### src/rtl/fetch_decode_sequencer_pkg.sv
// Shared types and constants for the fetch/decode sequencer.
package fetch_pkg;

  typedef enum logic [2:0] {
    S_IDLE     = 3'd0,
    S_REQ      = 3'd1,
    S_WAIT     = 3'd2,
    S_ISSUE_LO = 3'd3,
    S_ISSUE_HI = 3'd4,
    S_DONE     = 3'd5
  } fetch_state_t;

  localparam int unsigned INST_WIDTH = 32;

  // Word index within a beat; the low half is the lower-addressed instruction.
  localparam int unsigned HALF_LO = 0;
  localparam int unsigned HALF_HI = 1;

  localparam int unsigned INST_BYTES = 4;
  localparam int unsigned BEAT_BYTES = 8;

endpackage

### src/rtl/fetch_decode_sequencer_if.sv
// Memory-bus and instruction-issue handshake bundle for the fetch sequencer.
interface fetch_decode_sequencer_if #(
  parameter int unsigned BUS_DATA_WIDTH = 64,
  parameter int unsigned ADDR_WIDTH     = 64
);
  localparam int unsigned INST_WIDTH = BUS_DATA_WIDTH / 2;

  logic [ADDR_WIDTH-1:0]     bus_req;
  logic                      bus_reqcyc;
  logic                      bus_reqack;
  logic [BUS_DATA_WIDTH-1:0] bus_resp;
  logic                      bus_respcyc;
  logic                      bus_respack;

  logic [INST_WIDTH-1:0]     inst;
  logic [ADDR_WIDTH-1:0]     inst_pc;
  logic                      inst_valid;
  logic                      inst_ready;

  modport master (
    output bus_req, bus_reqcyc, bus_respack, inst, inst_pc, inst_valid,
    input  bus_reqack, bus_resp, bus_respcyc, inst_ready
  );

  modport slave (
    input  bus_req, bus_reqcyc, bus_respack, inst, inst_pc, inst_valid,
    output bus_reqack, bus_resp, bus_respcyc, inst_ready
  );

endinterface

### src/rtl/fetch_decode_sequencer.sv
// Fetches 64-bit beats from an entry PC and issues their two 32-bit words
// in order to the decoder until the first all-zero word.
module fetch_decode_sequencer #(
  parameter int unsigned BUS_DATA_WIDTH = 64,
  parameter int unsigned ADDR_WIDTH     = 64,
  parameter int unsigned INST_WIDTH     = fetch_pkg::INST_WIDTH,
  parameter int unsigned COUNT_WIDTH    = 32
) (
  input  logic                       clk,
  input  logic                       reset,
  input  logic                       start,
  input  logic [ADDR_WIDTH-1:0]      entry_pc,
  fetch_decode_sequencer_if.master   bus,
  output logic                       busy,
  output logic                       done,
  output logic [COUNT_WIDTH-1:0]     inst_count
);
  import fetch_pkg::*;

  localparam logic [ADDR_WIDTH-1:0] INST_MASK = ~ADDR_WIDTH'(INST_BYTES - 1);
  localparam logic [ADDR_WIDTH-1:0] BEAT_MASK = ~ADDR_WIDTH'(BEAT_BYTES - 1);
  localparam logic [ADDR_WIDTH-1:0] PC_STEP   = ADDR_WIDTH'(INST_BYTES);

  fetch_state_t              state_q, state_d;
  logic [ADDR_WIDTH-1:0]     pc_q, pc_d;
  logic [BUS_DATA_WIDTH-1:0] buf_q, buf_d;
  logic [COUNT_WIDTH-1:0]    count_q, count_d;

  logic [ADDR_WIDTH-1:0]     bus_req_q;
  logic                      bus_reqcyc_q;
  logic [INST_WIDTH-1:0]     inst_q;
  logic [ADDR_WIDTH-1:0]     inst_pc_q;
  logic                      inst_valid_q;
  logic                      busy_q;
  logic                      done_q;

  logic [INST_WIDTH-1:0]     cur_word;
  logic [INST_WIDTH-1:0]     nxt_word;
  logic                      nxt_issue;
  logic                      nxt_valid;

  // Next-state and datapath updates; outputs are later registered from these.
  always_comb begin
    state_d  = state_q;
    pc_d     = pc_q;
    buf_d    = buf_q;
    count_d  = count_q;
    cur_word = (state_q == S_ISSUE_HI) ? buf_q[HALF_HI*INST_WIDTH +: INST_WIDTH]
                                       : buf_q[HALF_LO*INST_WIDTH +: INST_WIDTH];
    unique case (state_q)
      S_IDLE, S_DONE: begin
        if (start) begin
          pc_d    = entry_pc & INST_MASK;
          count_d = '0;
          state_d = S_REQ;
        end
      end
      S_REQ: begin
        if (bus.bus_reqack) state_d = S_WAIT;
      end
      S_WAIT: begin
        if (bus.bus_respcyc) begin
          buf_d   = bus.bus_resp;
          state_d = pc_q[2] ? S_ISSUE_HI : S_ISSUE_LO;
        end
      end
      S_ISSUE_LO, S_ISSUE_HI: begin
        // A zero word terminates the program without being issued.
        if (cur_word == '0) begin
          state_d = S_DONE;
        end else if (bus.inst_ready) begin
          pc_d    = pc_q + PC_STEP;
          count_d = count_q + COUNT_WIDTH'(1);
          state_d = (state_q == S_ISSUE_LO) ? S_ISSUE_HI : S_REQ;
        end
      end
      default: state_d = S_IDLE;
    endcase
  end

  // Issue view of the upcoming state, so issue outputs can be registered.
  always_comb begin
    nxt_word  = (state_d == S_ISSUE_HI) ? buf_d[HALF_HI*INST_WIDTH +: INST_WIDTH]
                                        : buf_d[HALF_LO*INST_WIDTH +: INST_WIDTH];
    nxt_issue = (state_d == S_ISSUE_LO) || (state_d == S_ISSUE_HI);
    nxt_valid = nxt_issue && (nxt_word != '0);
  end

  always_ff @(posedge clk) begin
    if (!reset) begin
      state_q      <= S_IDLE;
      pc_q         <= '0;
      buf_q        <= '0;
      count_q      <= '0;
      bus_req_q    <= '0;
      bus_reqcyc_q <= 1'b0;
      inst_q       <= '0;
      inst_pc_q    <= '0;
      inst_valid_q <= 1'b0;
      busy_q       <= 1'b0;
      done_q       <= 1'b0;
    end else begin
      state_q      <= state_d;
      pc_q         <= pc_d;
      buf_q        <= buf_d;
      count_q      <= count_d;
      bus_req_q    <= pc_d & BEAT_MASK;
      bus_reqcyc_q <= (state_d == S_REQ);
      inst_q       <= nxt_valid ? nxt_word : '0;
      inst_pc_q    <= nxt_valid ? pc_d : '0;
      inst_valid_q <= nxt_valid;
      busy_q       <= (state_d != S_IDLE) && (state_d != S_DONE);
      done_q       <= (state_d == S_DONE);
    end
  end

  // Responses are always consumed; outside WAIT the data is simply dropped.
  assign bus.bus_respack = bus.bus_respcyc;

  assign bus.bus_req    = bus_req_q;
  assign bus.bus_reqcyc = bus_reqcyc_q;
  assign bus.inst       = inst_q;
  assign bus.inst_pc    = inst_pc_q;
  assign bus.inst_valid = inst_valid_q;
  assign busy           = busy_q;
  assign done           = done_q;
  assign inst_count     = count_q;

endmodule

### src/flat_wrapper.sv
// flat-port wrapper written by rule: the top's interface ports become plain ports
module fetch_decode_sequencer_flat import fetch_pkg::*;
#(
  parameter int unsigned BUS_DATA_WIDTH = 64,
  parameter int unsigned ADDR_WIDTH     = 64,
  parameter int unsigned INST_WIDTH     = fetch_pkg::INST_WIDTH,
  parameter int unsigned COUNT_WIDTH    = 32
)
  (clk, reset, start, entry_pc, busy, done, inst_count, bus_bus_req, bus_bus_reqcyc, bus_bus_respack, bus_inst, bus_inst_pc, bus_inst_valid, bus_bus_reqack, bus_bus_resp, bus_bus_respcyc, bus_inst_ready);
  fetch_decode_sequencer_if #(.BUS_DATA_WIDTH(BUS_DATA_WIDTH), .ADDR_WIDTH(ADDR_WIDTH)) bus_i ();
  input  logic clk;
  input  logic reset;
  input  logic start;
  input  logic [ADDR_WIDTH-1:0] entry_pc;
  output logic busy;
  output logic done;
  output logic [COUNT_WIDTH-1:0] inst_count;
  output wire logic [$bits(bus_i.bus_req)-1:0] bus_bus_req;
  output wire logic [$bits(bus_i.bus_reqcyc)-1:0] bus_bus_reqcyc;
  output wire logic [$bits(bus_i.bus_respack)-1:0] bus_bus_respack;
  output wire logic [$bits(bus_i.inst)-1:0] bus_inst;
  output wire logic [$bits(bus_i.inst_pc)-1:0] bus_inst_pc;
  output wire logic [$bits(bus_i.inst_valid)-1:0] bus_inst_valid;
  input wire logic [$bits(bus_i.bus_reqack)-1:0] bus_bus_reqack;
  input wire logic [$bits(bus_i.bus_resp)-1:0] bus_bus_resp;
  input wire logic [$bits(bus_i.bus_respcyc)-1:0] bus_bus_respcyc;
  input wire logic [$bits(bus_i.inst_ready)-1:0] bus_inst_ready;
  assign bus_bus_req = bus_i.bus_req;
  assign bus_bus_reqcyc = bus_i.bus_reqcyc;
  assign bus_bus_respack = bus_i.bus_respack;
  assign bus_inst = bus_i.inst;
  assign bus_inst_pc = bus_i.inst_pc;
  assign bus_inst_valid = bus_i.inst_valid;
  assign bus_i.bus_reqack = bus_bus_reqack;
  assign bus_i.bus_resp = bus_bus_resp;
  assign bus_i.bus_respcyc = bus_bus_respcyc;
  assign bus_i.inst_ready = bus_inst_ready;
  fetch_decode_sequencer #(.BUS_DATA_WIDTH(BUS_DATA_WIDTH), .ADDR_WIDTH(ADDR_WIDTH), .INST_WIDTH(INST_WIDTH), .COUNT_WIDTH(COUNT_WIDTH)) u_core (.clk(clk), .reset(reset), .start(start), .entry_pc(entry_pc), .bus(bus_i), .busy(busy), .done(done), .inst_count(inst_count));
endmodule
### config.mk
export PLATFORM = sky130hd
export DESIGN_NAME = fetch_decode_sequencer_flat
export DESIGN_NICKNAME = d
export VERILOG_FILES = /design/src/rtl/fetch_decode_sequencer_pkg.sv /design/src/rtl/fetch_decode_sequencer_if.sv /design/src/rtl/fetch_decode_sequencer.sv /design/src/flat_wrapper.sv
export SDC_FILE = /design/constraint.sdc
export NUM_CORES = 1
export LEC_CHECK = 0
export ABC_CLOCK_PERIOD_IN_PS = 3800
export BUFFER_PORTS_ARGS = -buffer_cell sky130_fd_sc_hd__buf_4
export CAP_MARGIN = 30
export CORE_MARGIN = 1.5
export CORE_UTILIZATION = 48
export DETAILED_ROUTE_END_ITERATION = 8
export PLACE_DENSITY = 0.74
export SYNTH_ARGS = -nofsm -noshare
export SYNTH_HDL_FRONTEND = slang
export SYNTH_SLANG_ARGS = --single-unit
### constraint.sdc
create_clock -name clk -period 3.8 [get_ports clk]
set_clock_uncertainty 0.15 [all_clocks]
set_input_delay 0.38 -clock clk [delete_from_list [all_inputs] [get_ports clk]]
set_output_delay 0.38 -clock clk [all_outputs]
set_load 0.05 [all_outputs]
==> metrics.md, run 1 <==
| Metric | Value |
|---|---|
| # fillers | 1921 |
| Warnings, synthesis | 0 |
| Final Instance Area | 16300 um2 |
| Post-DRT Antenna Nets | 0 |
| Post-DR vias/cell | 5.76 |
| I/O Buffers | 325 |
| Status | finished, final reports clean |
| Post-Syn Area per Cell | 8.48 um2 |
| Critical Path End Type | flip-flop |
| TritonCTS clock tree | done |
| Chip Width | 160 um |
| DIE HEIGHT | 160 um |
| CORE AREA | 24300 um2 |
| Starting density of the core | 0.489 |
| Vias in the first global route | 11503 |
| Pleak | 6.64 nW |
| Gpl congestion | 0.899 |
| Clock Pin Slew Worst Setup and Hold Paths | 0.06 ns |
| RSZ-0062 raised after global routing | no |
| Fin Setup TNS | 0 ns |
| Antenna violations before repair | 2 |
| WP data arrival | 3.93 ns |
| Max-slew headroom | 0.386 |
| # rows | 57 |
| Worst-Margin Slew | 0.921 ns |
| Fraction of layout cells with a size suffix above 1 | 0.258 |
| Slew Limit Fails | 0 |
| Routed Wire Length | 39800 um |
| Netlist cell types | 65 |
| Initial DRC count | 1139 |
| MaxCap Viol Count | 0 |
| Crit Path Category | flip-flop to flip-flop |
| Overall power | 7.07 mW |
| Nets@finish | 1894 |
| GRT Resource Usage Total | 0.296 |
| Drt drc | 0 |
| Mean routed wirelength per cell | 18.9 um |
| Max Root-Sink Buffers | 3 |
| Most used DFF post-synth | dfxtp_1 |
| H-tree levels | 1 |
| Hold Crit Class | primary input to flip-flop |
| First-pass GRT wire length | 61600 um |
| Number of flops mapped to enable cells by yosys | 0 |
| Sequential element share of the synthesized area | 0.442 |
| F_max | 0.273 GHz |
| Area growth from synthesis to layout | 37.1% |
| CTS Sinks | 263 |
| FF+latch count, synth | 263 |
| Post-Synthesis Cells | 1404 |
| WP data required | 4.06 ns |
| # IOs | 331 |
| Tmin final | 3.66 ns |
| Clk_lat worst skew | 0.55 ns |
| DR pass1 iterations | 8 |
| Vias | 12124 |
| Final setup fails | 0 |
| Ys async rst share | 0 |
| Total CTS buffers | 28 |
| Placed cell areas | 14200 um2 |
| Crit Path Max Fanout | 31 |
| Die area | 25700 um2 |
| Final Hold Viols | 0 |
| Power density cells | 433 nW/um2 |
| Startpoint Class | flip-flop |
| Hpwl dp | 26200 um |
| Cell Area, Synth | 11900 um2 |
| Worst IR Drop VDD | 0.287 mV |
| Global route overflow | 0 |
| Final period utilization | 0.964 |
| Pin count of the biggest net entering global routing | 79 |
| Clk root buf | clkbuf_16 |
-- placed cells by master, fill, tap and decap left out, types with 4 or more instances in the layout --
master         instances
nor4_2                 4
dlygate4sd3_1        101
xnor2_1                7
nor3b_1                6
nand2_1              226
a211oi_1              17
nor2b_1               13
clkbuf_8               5
o311a_1               18
o211ai_1               6
nand3_1               32
o21ai_0               48
nor4_1                39
dfxtp_1              263
o211a_1                4
and3_1                27
and2_1                38
mux2i_1                8
nor3_1                24
inv_1                 14
o311ai_0               7
a22oi_1                6
nor2_1               180
or3_1                 10
a31oi_1               17
xor2_1                18
buf_4                361
clkbuf_1               4
clkinv_2               4
clkbuf_16             30
a221oi_1              14
nand4_1               29
mux4_2                26
and4_1                 8
a21oi_1               97
a222oi_1               4
-- area by class of cell --
class / instances / area (um2) / area share
Clock inverter: 11 / 141 / 0.00867
Sequential cell: 263 / 5270 / 0.323
Antenna cell: 3 / 7.51 / 0.000460
Multi-Input combinational cell: 984 / 5810 / 0.356
Tap cell: 324 / 405 / 0.0249
Clock buffer: 38 / 810 / 0.0496
Inverter: 15 / 58.8 / 0.00361
Timing Repair Buffer: 466 / 3810 / 0.234
-- synthesized netlist by cell type (all sizes together) (7+ instances only) --
master    n  area share
a211oi   18       0.012
a21oi    98       0.041
a221oi   15       0.012
a31oi    17      0.0089
and2     40       0.021
and3     27       0.014
and4      8      0.0059
buf      88       0.053
clkbuf   56       0.018
dfxtp   263        0.44
inv      15      0.0047
mux2i     8      0.0067
mux4     26       0.049
nand2   228       0.072
nand3    32       0.013
nand4    29       0.015
nor2    180       0.057
nor2b    13      0.0068
nor3     24       0.010
nor4     45       0.025
o21ai    50       0.021
o311a    18       0.015
o311ai    7      0.0052
or3      10      0.0053
xnor2     7      0.0052
xor2     18       0.013
-- state kept, by name (all words and copies together), names as in the netlist --
name and count:
u_core.buf_q 64, u_core.bus.bus_req 61, u_core.bus.bus_reqcyc 1, u_core.bus.inst 32, u_core.bus.inst_pc 64, u_core.bus.inst_valid 1
u_core.busy 1, u_core.done 1, u_core.inst_count 32, u_core.pc_q 3, u_core.state_q 3
-- through the flow --
stage	setup slack [ns]	utilization	hold slack, ns	std cells
finish	0.136	0.671	0.0167	2104
global route	0.0151	0.671	0.00534	2103
CTS	0.200	0.666	0.00564	2094
detailed placement	0.215	0.585	0.276	1944
global placement	0.312	0.584	0.277	1942
floorplan	0.692	-	0.266	1406
-- path summary, 6_finish.rpt --
kind / from / end / slack, ns / cells after the start
max: u_core.buf_q[2]$_SDFF_PN0_ / u_core.bus.inst_pc[47]$_SDFF_PN0_ / 0.14 / 12
min: entry_pc[35] / u_core.bus.bus_req[35]$_SDFF_PN0_ / 0.02 / 3
max reg2reg: u_core.buf_q[2]$_SDFF_PN0_ / u_core.bus.inst_pc[47]$_SDFF_PN0_ / 0.14 / 12
min reg2reg: u_core.pc_q[0]$_SDFF_PN0_ / u_core.bus.inst_pc[0]$_SDFF_PN0_ / 0.29 / 2
-- cells by family after synthesis --
family | after synthesis | share of synthesized area
buf+inv | 159 | 0.0752
compound gates | 265 | 0.147
simple gates | 654 | 0.258
flops | 263 | 0.442
fa+ha+maj | 2 | 0.00210
other cells | 1 | 0.000315
mux | 35 | 0.0569
xor+xnor | 25 | 0.0184
-- critical path, cell delays in order (launching register included) --
cell	delay, ns
dfxtp_1	0.32
nor4_1	0.40
nand4_1	0.31
o211a_1	0.32
o31a_1	0.32
buf_4	0.21
and3_1	0.18
a211oi_2	0.25
o2111ai_2	0.20
o41ai_4	0.32
buf_4	0.20
buf_8	0.26
nor2_1	0.08
-- power by group --
part / internal (mW) / total, mW / leakage [nW] / switching [mW]
Sequential: 2.85 / 2.96 / 2.13 / 0.106
Combinational: 0.501 / 1.31 / 4.05 / 0.805
Clock: 1.69 / 2.81 / 0.461 / 1.12
-- timing repair --
item	CTS	global route
setup endpoints to repair	0	65
buffers inserted	0	6
hold endpoints to repair	134	0
hold buffers	101	0
resized for setup	0	7
-- per-layer routing --
metal	part of all wire	GRT usage	wire, um	vias up
li1	-	-	-	5632
met1	0.40	0.380	16100	5715
met2	0.46	0.484	18400	630
met3	0.080	0.0480	3170	147
met4	0.054	0.144	2130	0
met5	0	0	0	-
(Power assumes the default switching activity.)
==> inputs of run 2 (changes only) <==
--- a/config.mk
+++ b/config.mk
@@ -5,13 +5,16 @@
 export SDC_FILE = /design/constraint.sdc
 export NUM_CORES = 1
 export LEC_CHECK = 0
-export ABC_CLOCK_PERIOD_IN_PS = 3800
+export ABC_CLOCK_PERIOD_IN_PS = 3300
 export BUFFER_PORTS_ARGS = -buffer_cell sky130_fd_sc_hd__buf_4
 export CAP_MARGIN = 30
+export CELL_PAD_IN_SITES_DETAIL_PLACEMENT = 0
+export CELL_PAD_IN_SITES_GLOBAL_PLACEMENT = 1
 export CORE_MARGIN = 1.5
-export CORE_UTILIZATION = 48
+export CORE_UTILIZATION = 35
 export DETAILED_ROUTE_END_ITERATION = 8
-export PLACE_DENSITY = 0.74
+export GPL_TIMING_DRIVEN = 0
+export PLACE_DENSITY_LB_ADDON = 0.1
 export SYNTH_ARGS = -nofsm -noshare
 export SYNTH_HDL_FRONTEND = slang
 export SYNTH_SLANG_ARGS = --single-unit
==> constraint.sdc (replaced) <==
create_clock -name clk -period 3.3 [get_ports clk]
set_clock_uncertainty 0.15 [all_clocks]
set_input_delay 0.33 -clock clk [delete_from_list [all_inputs] [get_ports clk]]
set_output_delay 0.33 -clock clk [all_outputs]
set_load 0.05 [all_outputs]
==> metrics.md, run 2 (synthesis gave the netlist of run 1 again) <==
| Metric | Value |
|---|---|
| Pin count of the biggest net entering global routing | 16 (-80%) |
| Crit Path Max Fanout | 8 (-74%) |
| RSZ-0062 raised after global routing | yes |
| Hpwl dp | 33800 um (+29%) |
| Critical Path End Type | flip-flop |
| H-tree levels | 1 (unchanged) |
| Min Hold Slack | 0.0250 ns (+0.00834 ns) |
| Worst-Margin Slew | 0.926 ns (+0.00498 ns) |
| Final Hold Viols | 0 (unchanged) |
| PnR worst setup slack | -0.228 ns (-0.364 ns) |
| Gpl congestion | 0.866 (-3.7%) |
| Storage element area | 5290 um2 (+0.38%) |
| Place WS | -1.32 ns (-1.54 ns) |
| Failing checks | setup timing |
| Max Root-Sink Buffers | 3 (unchanged) |
| Clk_lat worst skew | 0.57 ns (+0.02 ns) |
| WP data arrival | 3.83 ns (-0.10 ns) |
| Drt drc | 0 (unchanged) |
| F_max | 0.283 GHz (+3.9%) |
| Area growth from synthesis to layout | 52.4% |
| Slew Limit Fails | 0 (unchanged) |
| Clock Pin Slew Worst Setup and Hold Paths | 0.06 ns (about the same) |
| WP data required | 3.60 ns (-0.46 ns) |
| First-pass GRT wire length | 71100 um (+16%) |
| CORE AREA | 33500 um2 (+38%) |
| Most common cell after layout, fill and taps aside | buf_4 |
| Die area | 35100 um2 (+36%) |
| Max-slew headroom | 0.383 (-0.00332) |
| # IOs | 331 (unchanged) |
| I/O Buffers | 325 (unchanged) |
| Mean routed wirelength per cell | 19.7 um (+4.4%) |
| Startpoint Class | flip-flop |
| Vias in the first global route | 12307 (+7.0%) |
| DIE HEIGHT | 187 um (+17%) |
| Commonest non-fill, non-tap cells in the layout | buf_4, dfxtp_1, nand2_1 |
| Multi-input gate area | 6210 um2 (+6.9%) |
| MaxCap Viol Count | 0 (unchanged) |
| Clk root buf | clkbuf_16 |
| Hold Crit Class | primary input to flip-flop |
| Initial DRC count | 778 (-32%) |
| # fillers | 3288 (+71%) |
| Post-DR vias/cell | 5.26 (-8.7%) |
| Global route overflow | 0 (unchanged) |
| Diodes inserted | 0 (-3) |
| Util after Layout | 0.541 (-0.130) |
| Tmin final | 3.53 ns (-0.136 ns) |
| Pleak | 7.52 nW (+13%) |
| Routed Wire Length | 47400 um (+19%) |
| TritonCTS clock tree | done |
| Chip Width | 187 um (+17%) |
| Worst r2r src | u_core.buf_q[34]$_SDFF_PN0_ |
| R2R depth | 12 (unchanged) |
| Hold path depth | 4 (+1) |
| Final period utilization | 1.07 (+0.105) |
| Worst IR Drop VDD | 0.409 mV (+43%) |
| Reg2reg end | u_core.bus.inst_pc[44]$_SDFF_PN0_ |
| Final setup fails | 65 (+65) |
| End point of the critical path | u_core.bus.inst_pc[44]$_SDFF_PN0_ |
| GRT Resource Usage Total | 0.260 (-0.0358) |
| CP startpoint | u_core.buf_q[34]$_SDFF_PN0_ |
| Total CTS buffers | 31 (+11%) |
| # rows | 67 (+18%) |
| Fin Setup TNS | -11.95 ns (-11.95 ns) |
| CTS Sinks | 263 (unchanged) |
| DR pass1 iterations | 5 (-3) |
| Starting density of the core | 0.355 (-0.134) |
| Vias | 12619 (+4.1%) |
| Antenna violations before repair | 0 (-2) |
| Status | finished, violations left |
| Post-DRT Antenna Nets | 0 (unchanged) |
| Fraction of layout cells with a size suffix above 1 | 0.318 (+0.0596) |
| R2R setup slack | -0.23 ns (-0.36 ns) |
| Nets@finish | 2063 (+8.9%) |
| Power density cells | 485 nW/um2 (+12%) |
| Crit Path Category | flip-flop to flip-flop |
run 2: cell count changes in the layout (fill, tap and decap cells not counted), sizes merged:
| cell | change |
|---|---|
| buf | +88 |
| clkbuf | +61 |
| dlygate4sd3 | +21 |
| clkinv | +5 |
| clkinvlp | -3 |
| diode | -3 |
| bufinv | +1 |
run 2: worst min path at each step:
stage	start	slack (ns)	end
2_1_floorplan	u_core.pc_q[0]$_SDFF_PN0_	0.27	u_core.bus.inst_pc[0]$_SDFF_PN0_
3_3_place_gp	u_core.pc_q[0]$_SDFF_PN0_	0.27	u_core.pc_q[0]$_SDFF_PN0_
3_5_place_dp	u_core.pc_q[0]$_SDFF_PN0_	0.28	u_core.bus.inst_pc[0]$_SDFF_PN0_
4_1_cts	entry_pc[16]	0.008	u_core.bus.bus_req[16]$_SDFF_PN0_
5_1_grt	entry_pc[16]	0.05	u_core.bus.bus_req[16]$_SDFF_PN0_
6_report	entry_pc[16]	0.03	u_core.bus.bus_req[16]$_SDFF_PN0_
run 2: per-layer routing:
metal / routed length, um / track usage
met1: 21300 / 0.365
met2: 21200 / 0.409
met3: 3450 / 0.0398
met4: 1410 / 0.0852
met5: 0 / 0
run 2: cell type report:
cell class,instances,share of cell area
inverters,15,0.00311
repair buffers,490,0.224
clock inverters,14,0.00959
flip-flops and latches,263,0.291
clock buffers,42,0.0484
plain buffers,142,0.0498
well taps,448,0.0309
multi-input cells,984,0.343
run 2: critical path: stages (launching register included):
cell,delay (ns)
dfxtp_1,0.33
nor4_1,0.36
nand4_1,0.27
o21a_4,0.29
o31a_1,0.32
buf_4,0.16
and3_4,0.17
a211oi_4,0.27
o2111ai_4,0.20
o41ai_4,0.42
buf_8,0.23
clkbuf_16,0.20
nor2_2,0.04
run 2: where the power goes:
group          switching, mW  leakage (nW)  total [mW]  internal (mW)
Combinational           1.07          4.86        1.83          0.754
Sequential             0.132          2.14        3.41           3.28
Clock                   1.40         0.527        3.55           2.16
run 2: through the flow:
stage | area [um2] | total power [mW] | instances
after floorplan | 11900 | 4.37 | 1406
after global placement | 14900 | 4.95 | 2179
after detailed placement | 14900 | 4.96 | 2181
after CTS | 17600 | 8.73 | 2380
after global routing | 18100 | 9.12 | 2398
final | 18100 | 8.79 | 2398
run 2: what timing repair did:
item,CTS,global route
pin swaps,17,28
setup buffers,20,18
cloned,1,2
hold endpoints to repair,174,0
resized for setup,58,78
hold buffers,122,0
endpoints found under the setup margin,176,183
==> inputs of run 3 (changes only) <==
--- a/config.mk
+++ b/config.mk
@@ -15,6 +15,7 @@
 export DETAILED_ROUTE_END_ITERATION = 8
 export GPL_TIMING_DRIVEN = 0
 export PLACE_DENSITY_LB_ADDON = 0.1
+export SETUP_SLACK_MARGIN = 0.15
 export SYNTH_ARGS = -nofsm -noshare
 export SYNTH_HDL_FRONTEND = slang
 export SYNTH_SLANG_ARGS = --single-unit
==> metrics.md, run 3 (synthesis gave the netlist of run 1 again) <==
| Metric | Value |
|---|---|
| Status | finished, violations left |
| Failing checks | setup timing |
| Hold path depth | 4 (unchanged) |
| Pleak | 7.53 nW (+0.19%) |
| Worst-Margin Slew | 0.967 ns (+0.0410 ns) |
| GRT Resource Usage Total | 0.260 (+0.000443) |
| Crit path cell chain | buf_2 -> nor2_1 -> a221oi_2 -> o31a_1 -> buf_2 -> a22oi_1 -> nor2_1 -> o2111ai_4 -> o41ai_4 -> buf_8 -> clkbuf_16 -> nor2_2 |
| Vias | 12624 (+0.040%) |
| Commonest non-fill, non-tap cells in the layout | buf_4, dfxtp_1, nand2_1 |
| Fraction of layout cells with a size suffix above 1 | 0.325 (+0.00751) |
| PnR worst setup slack | -0.253 ns (-0.0250 ns) |
| Slew Limit Fails | 0 (unchanged) |
| First-pass GRT wire length | 71300 um (+0.23%) |
| End point of the critical path | u_core.bus.inst_pc[44]$_SDFF_PN0_ |
| Final Instance Area | 18200 um2 (+0.33%) |
| Gpl congestion | 0.866 (unchanged) |
| Startpoint Class | flip-flop |
| Overall power | 8.81 mW (+0.19%) |
| Post-DR vias/cell | 5.27 (+0.12%) |
| Critical Path End Type | flip-flop |
| R2R setup slack | -0.25 ns (-0.02 ns) |
| Die area | 35100 um2 (unchanged) |
| DR pass1 iterations | 5 (unchanged) |
| R2R depth | 12 (unchanged) |
| WP data arrival | 3.85 ns (+0.02 ns) |
| Crit Path Max Fanout | 10 (+2) |
| Clk_lat worst skew | 0.57 ns (about the same) |
| CTS Sinks | 263 (unchanged) |
| Routed Wire Length | 47300 um (-0.16%) |
| F_max | 0.281 GHz (-0.70%) |
| I/O Buffers | 325 (unchanged) |
| Post-DRT Antenna Nets | 0 (unchanged) |
| # fillers | 3280 (-0.24%) |
| Top delay family on crit path | compound AO/OA/AOI/OAI gates |
| DIE HEIGHT | 187 um (unchanged) |
| Storage element area | 5290 um2 (unchanged) |
| Area growth from synthesis to layout | 52.9% |
| # rows | 67 (unchanged) |
| Vias in the first global route | 12264 (-0.35%) |
| TritonCTS clock tree | done |
| Chip Width | 187 um (unchanged) |
| Worst r2r src | u_core.state_q[0]$_SDFF_PN0_ |
| Max-slew headroom | 0.355 (-0.0273) |
| Worst IR Drop VDD | 0.413 mV (+0.98%) |
| H-tree levels | 1 (unchanged) |
| WP data required | 3.60 ns (about the same) |
| Nets@finish | 2061 (-0.097%) |
| CP startpoint | u_core.state_q[0]$_SDFF_PN0_ |
| Slowest stage delay, CP | 0.44 ns (+0.02 ns) |
| Reg2reg end | u_core.bus.inst_pc[44]$_SDFF_PN0_ |
| Initial DRC count | 897 (+15%) |
| Crit Path Category | flip-flop to flip-flop |
| Total CTS buffers | 31 (unchanged) |
| Mean routed wirelength per cell | 19.7 um (about the same) |
| CP max stage cell | dfxtp_1 |
| Multi-input gate area | 6280 um2 (+1.1%) |
| Starting density of the core | 0.355 (unchanged) |
| Max Root-Sink Buffers | 3 (unchanged) |
| CORE AREA | 33500 um2 (unchanged) |
| Antenna violations before repair | 0 (unchanged) |
| Place WS | -1.32 ns (unchanged) |
| Critical path depth | 12 (unchanged) |
| Pin count of the biggest net entering global routing | 16 (unchanged) |
| Hold Crit Class | primary input to flip-flop |
| Final Hold Viols | 0 (unchanged) |
| Most common cell after layout, fill and taps aside | buf_4 |
| RSZ-0062 raised after global routing | yes |
| Diodes inserted | 0 (unchanged) |
| Util after Layout | 0.543 (+0.00179) |
| Placed cell areas | 14900 um2 (unchanged) |
| MaxCap Viol Count | 0 (unchanged) |
| Tmin final | 3.55 ns (+0.0250 ns) |
| CP bufs+invs | 4 (+1) |
| Final period utilization | 1.08 (+0.00757) |
| Global route overflow | 0 (unchanged) |
| # IOs | 331 (unchanged) |
| Final setup fails | 63 (-3.1%) |
| Power density cells | 484 nW/um2 (-0.14%) |
| Clock Pin Slew Worst Setup and Hold Paths | 0.06 ns (about the same) |
| Hpwl dp | 33800 um (unchanged) |
| Drt drc | 0 (unchanged) |
| Clk root buf | clkbuf_16 |
| Fin Setup TNS | -13.57 ns (-1.62 ns) |
## run 3: cell types whose count changed in the layout (fill, tap and decap cells not counted), sizes merged
cell and delta:
buf -2, clkbuf -1, dlygate4sd3 +1
## run 3: power breakdown
| part | internal [mW] | switching [mW] |
|---|---|---|
| Clock | 2.16 | 1.40 |
| Sequential | 3.28 | 0.132 |
| Combinational | 0.755 | 1.08 |
| Total | 6.19 | 2.62 |
## run 3: worst min path at each step
| stage | from | endpoint | slack [ns] |
|---|---|---|---|
| finish | entry_pc[16] | u_core.bus.bus_req[16]$_SDFF_PN0_ | 0.02 |
| global route | entry_pc[16] | u_core.bus.bus_req[16]$_SDFF_PN0_ | 0.05 |
| CTS | entry_pc[16] | u_core.bus.bus_req[16]$_SDFF_PN0_ | 0.008 |
| detailed placement | u_core.pc_q[0]$_SDFF_PN0_ | u_core.bus.inst_pc[0]$_SDFF_PN0_ | 0.28 |
| global placement | u_core.pc_q[0]$_SDFF_PN0_ | u_core.pc_q[0]$_SDFF_PN0_ | 0.27 |
| floorplan | u_core.pc_q[0]$_SDFF_PN0_ | u_core.bus.inst_pc[0]$_SDFF_PN0_ | 0.27 |
## run 3: repair_timing
action,4_1_cts,5_1_grt
endpoints found under the setup margin,223,197
gates resized for setup,75,102
endpoints found under the hold margin,175,0
hold buffers,123,0
pin swaps,19,27
buffers inserted,21,12
gates cloned,1,2
## run 3: final cells by class
cell class,count,area share
Multi-Input combinational cell,984,0.345
Sequential cell,263,0.291
Clock inverter,14,0.00956
Tap cell,448,0.0308
Buffer,144,0.0515
Timing Repair Buffer,486,0.221
Clock buffer,42,0.0482
Inverter,15,0.00310
## run 3: worst register-to-register path: stages, from the launching register on
cell	delay, ns
dfxtp_1	0.44
buf_2	0.27
nor2_1	0.08
a221oi_2	0.44
o31a_1	0.31
buf_2	0.28
a22oi_1	0.14
nor2_1	0.25
o2111ai_4	0.19
o41ai_4	0.42
buf_8	0.24
clkbuf_16	0.20
nor2_2	0.04
## run 3: metrics by stage
step	std cells	hold slack [ns]
floorplan	1406	0.266
global placement	2179	0.274
detailed placement	2181	0.284
CTS	2382	0.00818
global route	2396	0.0496
finish	2396	0.0202
## run 3: per-layer routing
metal / up-vias / GRT usage / wire (um)
met5: - / 0 / 0
met4: 0 / 0.0843 / 1450
met3: 94 / 0.0390 / 3790
met2: 554 / 0.409 / 21100
met1: 6005 / 0.367 / 21000
li1: 5971 / - / -
